$ cat src/rtl/vram_arb.sv
// ---------------------------------------------------------------------------
// vram_arb -- arbiter and sequencer for the shared 16x64K VRAM port.
//
// Three requesters share one VRAM port:
//   * video generator : owns every slot where blit_cycle_i is low, never stalls
//   * blitter         : shares blit_cycle_i-high slots with the host
//   * host (SPI path) : shares blit_cycle_i-high slots with the blitter
//
// Timeline for a grant decided in cycle N:
//   N+1 : access presented on vram_* (registered)
//   N+2 : write ack pulse, or read data arrives on vram_data_i
//   N+3 : read data registered on <owner>_data_o (+ ack for host/blitter)
//
// Ports:
//   clk, reset_i                     clock, synchronous active-high reset
//   blit_cycle_i                     1 = free slot, 0 = video slot
//   vgen_sel_i/vgen_addr_i           video read request / address
//   vgen_data_o                      video read data (3-cycle latency)
//   blit_req_i/wr_i/addr_i/data_i    blitter request group
//   blit_ack_o/blit_data_o           blitter completion pulse / read data
//   host_*                           same as blit_* for the host
//   vram_sel_o/wr_o/addr_o/data_o    registered VRAM command
//   vram_data_i                      VRAM read data, one cycle after the read
//
// Handshake (host and blitter): req/wr/addr/data are held stable from the
// cycle req rises until the cycle ack is seen. ack is a single-cycle pulse;
// read data is valid on data_o in the ack cycle and held until the next read
// for that owner completes. req may stay high through ack to ask for the next
// access, which becomes eligible the cycle after ack.
//
// Build option: define VRAM_ARB_HOST_PRIO_EN to give the host fixed priority
// over the blitter in free slots (round-robin pointer then stays 0).
// ---------------------------------------------------------------------------
module vram_arb #(
    parameter int ADDR_W = 16,
    parameter int DATA_W = 16
) (
    input  logic              clk,
    input  logic              reset_i,
    input  logic              blit_cycle_i,
    input  logic              vgen_sel_i,
    input  logic [ADDR_W-1:0] vgen_addr_i,
    output logic [DATA_W-1:0] vgen_data_o,
    input  logic              blit_req_i,
    input  logic              blit_wr_i,
    input  logic [ADDR_W-1:0] blit_addr_i,
    input  logic [DATA_W-1:0] blit_data_i,
    output logic              blit_ack_o,
    output logic [DATA_W-1:0] blit_data_o,
    input  logic              host_req_i,
    input  logic              host_wr_i,
    input  logic [ADDR_W-1:0] host_addr_i,
    input  logic [DATA_W-1:0] host_data_i,
    output logic              host_ack_o,
    output logic [DATA_W-1:0] host_data_o,
    output logic              vram_sel_o,
    output logic              vram_wr_o,
    output logic [ADDR_W-1:0] vram_addr_o,
    output logic [DATA_W-1:0] vram_data_o,
    input  logic [DATA_W-1:0] vram_data_i
);

    typedef enum logic [1:0] {
        OWN_NONE = 2'd0,
        OWN_VID  = 2'd1,
        OWN_BLIT = 2'd2,
        OWN_HOST = 2'd3
    } owner_t;

    // rr: 0 = host goes next on a tie, 1 = blitter goes next.
    logic              r_rr;
    logic              r_host_busy;
    logic              r_blit_busy;
    // Owner pipeline: stage 1 tracks the access on the VRAM port,
    // stage 2 tracks the cycle its read data is on vram_data_i.
    owner_t            r_s1_own;
    logic              r_s1_wr;
    owner_t            r_s2_own;
    logic              r_s2_wr;
    logic              r_vram_sel;
    logic              r_vram_wr;
    logic [ADDR_W-1:0] r_vram_addr;
    logic [DATA_W-1:0] r_vram_data;
    logic [DATA_W-1:0] r_vgen_data;
    logic [DATA_W-1:0] r_blit_data;
    logic [DATA_W-1:0] r_host_data;
    logic              r_blit_ack;
    logic              r_host_ack;

    logic              w_host_elig;
    logic              w_blit_elig;
    owner_t            w_grant;
    logic              w_rr_next;
    logic              w_wr;
    logic [ADDR_W-1:0] w_addr;
    logic [DATA_W-1:0] w_data;
    logic              w_host_ack_next;
    logic              w_blit_ack_next;

    // Busy stays set through the ack cycle, so a req held high across ack
    // is not re-granted until the following cycle.
    always_comb begin
        w_host_elig = host_req_i && !r_host_busy;
        w_blit_elig = blit_req_i && !r_blit_busy;
        w_grant     = OWN_NONE;
        w_rr_next   = r_rr;
        if (!blit_cycle_i) begin
            if (vgen_sel_i) begin
                w_grant = OWN_VID;
            end
        end else begin
`ifdef VRAM_ARB_HOST_PRIO_EN
            w_rr_next = 1'b0;
            if (w_host_elig) begin
                w_grant = OWN_HOST;
            end else if (w_blit_elig) begin
                w_grant = OWN_BLIT;
            end
`else
            if (w_host_elig && w_blit_elig) begin
                w_grant   = r_rr ? OWN_BLIT : OWN_HOST;
                w_rr_next = !r_rr;
            end else if (w_host_elig) begin
                w_grant   = OWN_HOST;
                w_rr_next = 1'b1;
            end else if (w_blit_elig) begin
                w_grant   = OWN_BLIT;
                w_rr_next = 1'b0;
            end
`endif
        end
    end

    // Command mux; fields not driven by the winner hold their last value.
    always_comb begin
        w_wr   = 1'b0;
        w_addr = r_vram_addr;
        w_data = r_vram_data;
        case (w_grant)
            OWN_VID: begin
                w_addr = vgen_addr_i;
            end
            OWN_BLIT: begin
                w_wr   = blit_wr_i;
                w_addr = blit_addr_i;
                w_data = blit_data_i;
            end
            OWN_HOST: begin
                w_wr   = host_wr_i;
                w_addr = host_addr_i;
                w_data = host_data_i;
            end
            default: ;
        endcase
    end

    // Writes ack one stage after issue; reads ack when their data is
    // registered. Both come from the owner pipeline, never from vram_data_i.
    always_comb begin
        w_host_ack_next = ((r_s1_own == OWN_HOST) && r_s1_wr) ||
                          ((r_s2_own == OWN_HOST) && !r_s2_wr);
        w_blit_ack_next = ((r_s1_own == OWN_BLIT) && r_s1_wr) ||
                          ((r_s2_own == OWN_BLIT) && !r_s2_wr);
    end

    always_ff @(posedge clk) begin
        if (reset_i) begin
            r_rr        <= 1'b0;
            r_host_busy <= 1'b0;
            r_blit_busy <= 1'b0;
            r_s1_own    <= OWN_NONE;
            r_s1_wr     <= 1'b0;
            r_s2_own    <= OWN_NONE;
            r_s2_wr     <= 1'b0;
            r_vram_sel  <= 1'b0;
            r_vram_wr   <= 1'b0;
            r_vram_addr <= '0;
            r_vram_data <= '0;
            r_vgen_data <= '0;
            r_blit_data <= '0;
            r_host_data <= '0;
            r_blit_ack  <= 1'b0;
            r_host_ack  <= 1'b0;
        end else begin
            r_rr        <= w_rr_next;
            r_vram_sel  <= (w_grant != OWN_NONE);
            r_vram_wr   <= w_wr;
            r_vram_addr <= w_addr;
            r_vram_data <= w_data;
            r_s1_own    <= w_grant;
            r_s1_wr     <= w_wr;
            r_s2_own    <= r_s1_own;
            r_s2_wr     <= r_s1_wr;
            r_host_ack  <= w_host_ack_next;
            r_blit_ack  <= w_blit_ack_next;

            if (w_grant == OWN_HOST) begin
                r_host_busy <= 1'b1;
            end else if (r_host_ack) begin
                r_host_busy <= 1'b0;
            end
            if (w_grant == OWN_BLIT) begin
                r_blit_busy <= 1'b1;
            end else if (r_blit_ack) begin
                r_blit_busy <= 1'b0;
            end

            if (r_s2_own == OWN_VID) begin
                r_vgen_data <= vram_data_i;
            end
            if ((r_s2_own == OWN_HOST) && !r_s2_wr) begin
                r_host_data <= vram_data_i;
            end
            if ((r_s2_own == OWN_BLIT) && !r_s2_wr) begin
                r_blit_data <= vram_data_i;
            end
        end
    end

    assign vram_sel_o  = r_vram_sel;
    assign vram_wr_o   = r_vram_wr;
    assign vram_addr_o = r_vram_addr;
    assign vram_data_o = r_vram_data;
    assign vgen_data_o = r_vgen_data;
    assign host_ack_o  = r_host_ack;
    assign host_data_o = r_host_data;
    assign blit_ack_o  = r_blit_ack;
    assign blit_data_o = r_blit_data;

endmodule

$ cat config.mk
export PLATFORM = sky130hd
export DESIGN_NAME = vram_arb
export DESIGN_NICKNAME = d
export VERILOG_FILES = /design/src/rtl/vram_arb.sv
export SDC_FILE = /design/constraint.sdc
export NUM_CORES = 1
export LEC_CHECK = 0
export CAP_MARGIN = 10
export CORE_ASPECT_RATIO = 1.75
export CORE_MARGIN = 2
export CORE_UTILIZATION = 40
export CTS_BUF_LIST = sky130_fd_sc_hd__clkbuf_2 sky130_fd_sc_hd__clkbuf_4 sky130_fd_sc_hd__clkbuf_8
export CTS_CLUSTER_DIAMETER = 40
export CTS_CLUSTER_SIZE = 24
export DETAILED_ROUTE_END_ITERATION = 6
export DONT_BUFFER_PORTS = 1
export PLACE_DENSITY_LB_ADDON = 0.12
export SLEW_MARGIN = 20
export SYNTH_ARGS = -nofsm -noshare
export SYNTH_HDL_FRONTEND = slang
export SYNTH_SLANG_ARGS = --single-unit
$ cat constraint.sdc
create_clock -name clk -period 1.6 [get_ports clk]
set_input_delay 0.32 -clock clk [delete_from_list [all_inputs] [get_ports clk]]
set_output_delay 0.32 -clock clk [all_outputs]
set_load 0.1 [all_outputs]
## Word-level counts from Yosys, hierarchy flattened

Cells that the tools add are included.

- Memories kept: 0
- Bits in latches: 0
- Memory bits (writable): 0
- ROM bits: 0
- Register bits after elaboration: 92
- Word-level logic and storage cells: 59
- Output and inout bits: 84
- Bits of input ports: 104

- Reduce and logical (&&, ||, !) cells: 20
- Multiplexer cells: 16
- $lt $le $gt $ge: 0
- Equality and inequality tests: 8
- $add $sub $neg: 0
- Multiply operators: 0
- Divide/modulo/power cells: 0
- Bitwise operators: 0
- Shifts and indexed selects: 0

Operators by type and width:

| kind | count |
|---|---|
| $pmux 16 s3 | 1 |
| $pmux 16 s2 | 1 |
| $eq 2x2->1 const B | 6 |
| $mux 1 | 9 |
| $mux 2 | 4 |
| $reduce_bool 2->1 | 4 |
| $logic_and 1x1->1 | 7 |
| $reduce_bool 3->1 | 2 |
| $eq 2x1->1 const B | 2 |
| $logic_not 1->1 | 4 |
| $logic_or 1x1->1 | 2 |
| $pmux 1 s2 | 1 |
| $reduce_and 2->1 | 1 |

## Logic depth before layout (Yosys ltp)

- Depth in word-level cells: 8
- Mapped depth: 6

## Worst setup path before layout

Ideal clock, no wire load.

- Path type: input -> register
- From: input port host_req_i
- To: register r_vram_data[10], in the netlist vram_data_o[10]
- Path slack: 0.182 ns
- Path buffers: 2
- Arrival time: 1.296 ns
- Stages: 6
- Path through: nor2b_2 > o21ai_1 > nor2b_1 > buf_6 > buf_2 > a221o_1

- Cells in the longest elaborated chain, start to end: 6
- Elaborated cells between the ends (all ways): 9

RTL lines:

| what | RTL line | source |
|---|---|---|
| start: declaration | 50 | `input logic host_req_i,` |
| $logic_and 1x1->1 (*) | 103 | `w_host_elig = host_req_i && !r_host_busy;` |
| $mux 2 / $logic_and 1x1->1 (equally long branches) | 123, 120 |  |
| $mux 2 (*) | 120 | `if (w_host_elig && w_blit_elig) begin` |
| $mux 2 (*) | 107 | `if (!blit_cycle_i) begin` |
| $eq 2x2->1 | 139 | `case (w_grant)` |
| $pmux 16 s2 / $reduce_bool 2->1 (equally long branches) | n/a |  |
| end signal: assignment | 189 | `r_vram_data <= w_data;` |
| end: declaration | 83 | `logic [DATA_W-1:0] r_vram_data;` |

Every way passes the cells marked *; elsewhere a longest branch is shown, timed or not.
A chain may end at the register's enable or synchronous reset.

## Worst setup path after layout

- From: register r_host_busy
- To: register r_vram_wr, in the netlist vram_wr_o

- Cells in the longest elaborated chain, start to end: 7
- Elaborated cells between the ends (all ways): 9

RTL lines:

| what | RTL line | source |
|---|---|---|
| start: declaration | 72 | `logic r_host_busy;` |
| start signal: assignment | 169 | `r_host_busy <= 1'b0;` |
| start signal: assignment | 198 | `r_host_busy <= 1'b1;` |
| start signal: assignment | 200 | `r_host_busy <= 1'b0;` |
| $logic_not 1->1 (*) | 103 |  |
| $logic_and 1x1->1 (*) | 103 |  |
| $mux 2 / $logic_and 1x1->1 (equally long branches) | 123, 120 |  |
| $mux 2 (*) | 120 |  |
| $mux 2 (*) | 107 |  |
| $eq 2x2->1 | 139 |  |
| $pmux 1 s2 (*) | 139 |  |
| end signal: assignment | 187 | `r_vram_wr <= w_wr;` |
| end: declaration | 81 | `logic r_vram_wr;` |

Marked as above.

==> impl_metrics.yaml <==
setup_path:
  endpoint_kind: "register"
  cp-endpoint: "vram_wr_o"
  critPathMaxFanout: 19
  r2r-start: "r_host_busy"
  reg2reg_slack_ns: 0.08
  required_ns: 1.88
  startpoint_type: "register"
  reg2reg_to: "vram_wr_o"
  crit_type: "register to register"
  cp-startpoint: "r_host_busy"
  reg2reg_depth: 6
  arrival_ns: 1.80
sta:
  tightest_slew_ns: 0.6365
  slew_violations: 0
  fin_skew_ns: 0.008751
  finalCriticalPeriod_ns: 1.520
  finalCritPeriodShare: 0.9497
  slew_headroom: 0.5743
  tns_ns: 0
  max_freq_mhz: 658.1
  final_hold_viol_count: 0
  rsz0062_at_grt: "false"
  setup_viol: 0
placement:
  hpwl_mm: 6.795
  gp_congestion: 0.7660
  dpl_cell_area_sq_um: 4249
  port_buffers: 0
clock_network:
  clock-sinks: 92
  clock_path_buffers: 2
  clk_pin_slew_ns: 0.08
  numCtsBuffers: 9
  root_buffer: "clkbuf_8"
  cts_max_level: 3
  cts_tree: "yes"
  clk_latency_ns: 0.35
worst_hold_path:
  min_path_type: "input pin to register"
final_layout:
  drive_gt1_frac: 0.2645
  layout.nets: 584
  fill_cells: 842
  diodes: 0
  design_area_sq_um: 4536
  seqCellArea_sq_um: 1842
  areaGrowthSynthToFinish_pct: 28.77
  multi_input_area_sq_um: 1531
die:
  core_area_sq_um: 8615
  ioPinCount: 188
  std_cell_rows: 45
  initial_core_util: 0.4089
  fp.dieH_microns: 128.1
  die_w_microns: 74.94
  die_area_sq_um: 9602
power:
  intPower_mw: 3.494
  ir_drop_mv: 0.6245
  pwr-share-comb: 0.238
  clkPwrFrac: 0.297
  switching_share: 0.3370
  leakage_nw: 1.805
  pwr-share-seq: 0.465
  switchingPower_mw: 1.776
  p_per_area_nw_per_um2: 1162
logic_synthesis:
  ys_warn_count: 0
  synth_area_per_cell_sq_um: 8.740
  synth-seq-area-share: 0.5229
  yosysTopAreaCell: "dfxtp_1"
  syn_inst: 403
  synth_fa_ha_area_frac: 0
  synth_top_family_by_area: "compound AO/OA/AOI/OAI gates"
  muxShareOfSynthArea: 0
  ys_top_cells_by_area: "dfxtp_1, nand2_1, a21oi_1"
  synth_compound_area_frac: 0.2234
  syn_area_sq_um: 3522
  synth_simple_gate_area_frac: 0.1922
  synth.top_cell.area_share: 0.5229
  synth_xor_area_frac: 0
  ys_ff_latch: 92
  mappedNetlistNets: 507
  yosys.cell_types.count: 32
grt:
  track_usage: 0.1970
  antenna_found_initial: 0
  grt_first_pass_wirelength_mm: 14.44
  grt_pass1_vias: 3022
  grt_start_max_net_pins: 80
  grt_overflow: 0
routing:
  ant_nets: 0
  wl_per_cell_microns: 16.11
  routed_wirelength_mm: 9.680
  drt_iter0_drc: 106
  vias_per_cell: 5.221
  drc: 0
  first_pass_iters: 4
  dr_total_vias: 3138
run_status:
  status: "complete, no violations"
job:
  drv_cap: 0
-- power groups by stage --
stage	clock network, mW	registers [mW]	logic [mW]
floorplan	0	3.23	0.283
global placement	0	2.50	1.21
detailed placement	0	2.50	1.22
CTS	1.61	2.45	1.22
global route	1.68	2.47	1.31
finish	1.56	2.45	1.25
-- metal layers --
metal  vias up  GRT usage  wire length (microns)
met3        22    0.04796                    721
met2       133     0.3524                   5190
li1       1538          -                      -
met1      1445     0.2073                   3519
met5         -          0                      0
met4         0    0.09349                    248
-- flip-flops by register name (all words and copies together), names as in the netlist, 2 cells and up --
register and count:
blit_data_o 16, vgen_data_o 16, vram_addr_o 16, r_s1_own 2, host_data_o 16, vram_data_o 16
r_s2_own 2
-- synthesized netlist by cell type (all sizes together) --
master,n
a221o,16
inv,17
nor2b,7
o21ai,17
nand3,2
clkbuf,14
and2,17
and4b,1
nand2b,3
a21oi,55
dfxtp,92
nor2,5
a221oi,16
or3b,2
nand2,97
nand3b,4
and3b,1
a22oi,16
nor3b,2
and3,1
buf,17
nor3,1
-- cells by family (layout without fill, tap and decap cells) --
kind of cell           Yosys count  in the layout
AO/OA/AOI/OAI                  120            120
AND/OR/NAND/NOR                143            143
buffers and inverters           48            129
flip-flops                      92             92
-- worst min path at each step --
stage | endpoint | slack [ns] | start | cells after the start
3_3_place_gp | vram_addr_o[5] | 0.40 | reset_i | 1
3_5_place_dp | vram_addr_o[5] | 0.40 | reset_i | 1
5_1_grt | vram_addr_o[15] | 0.007 | reset_i | 1
4_1_cts | vram_addr_o[5] | 0.004 | reset_i | 1
2_1_floorplan | r_s2_own[0] | 0.45 | r_s1_own[0] | 1
6_report | vram_addr_o[3] | 0.03 | reset_i | 1
-- layout by cell type (no fill, tap or decap), drive strengths merged --
| cell type | synthesis | routed |
|---|---|---|
| a21oi | 55 | 55 |
| a221o | 16 | 16 |
| a221oi | 16 | 16 |
| a22oi | 16 | 16 |
| and2 | 17 | 17 |
| and3 | 1 | 1 |
| and3b | 1 | 1 |
| and4b | 1 | 1 |
| buf | 17 | 97 |
| bufinv | 0 | 1 |
| clkbuf | 14 | 13 |
| clkinv | 0 | 1 |
| dfxtp | 92 | 92 |
| inv | 17 | 17 |
| nand2 | 97 | 97 |
| nand2b | 3 | 3 |
| nand3 | 2 | 2 |
| nand3b | 4 | 4 |
| nor2 | 5 | 5 |
| nor2b | 7 | 7 |
| nor3 | 1 | 1 |
| nor3b | 2 | 2 |
| o21ai | 17 | 17 |
| or3b | 2 | 2 |
-- cell type report --
type,count,share of cell area
inverter,17,0.01407
clock buffer,13,0.03531
timing repair buffer,97,0.1669
tap,117,0.03228
clock inverter,2,0.007724
multi-input combinational,263,0.3377
sequential,92,0.4061
-- critical path, stage by stage, from the launching register on --
cell and delay, ns:
dfxtp_1 0.39, nor2b_2 0.06, buf_4 0.14, and3_1 0.19, buf_12 0.16, or3b_1 0.36, a21oi_1 0.15
-- what timing repair did --
item                                    in CTS  in global routing
gates resized for setup                      1                 12
hold buffers                                 0                  0
hold endpoints to repair                     0                  0
setup buffers                                0                  1
pin swaps                                    0                  1
endpoints found under the setup margin      32                 32
-- through the flow --
step	power, mW	setup slack [ns]	instances	hold slack, ns	utilization
6_report	5.270	0.08046	601	0.02746	0.5265
3_5_place_dp	3.727	-0.3137	585	0.3954	0.4932
2_1_floorplan	3.517	0.1821	403	0.4509	-
4_1_cts	5.286	-0.08641	600	0.004446	0.5162
3_3_place_gp	3.710	-0.1949	585	0.3953	0.4932
5_1_grt	5.452	0.005076	601	0.006505	0.5265
No activity file was read; power rests on OpenSTA's default activity.
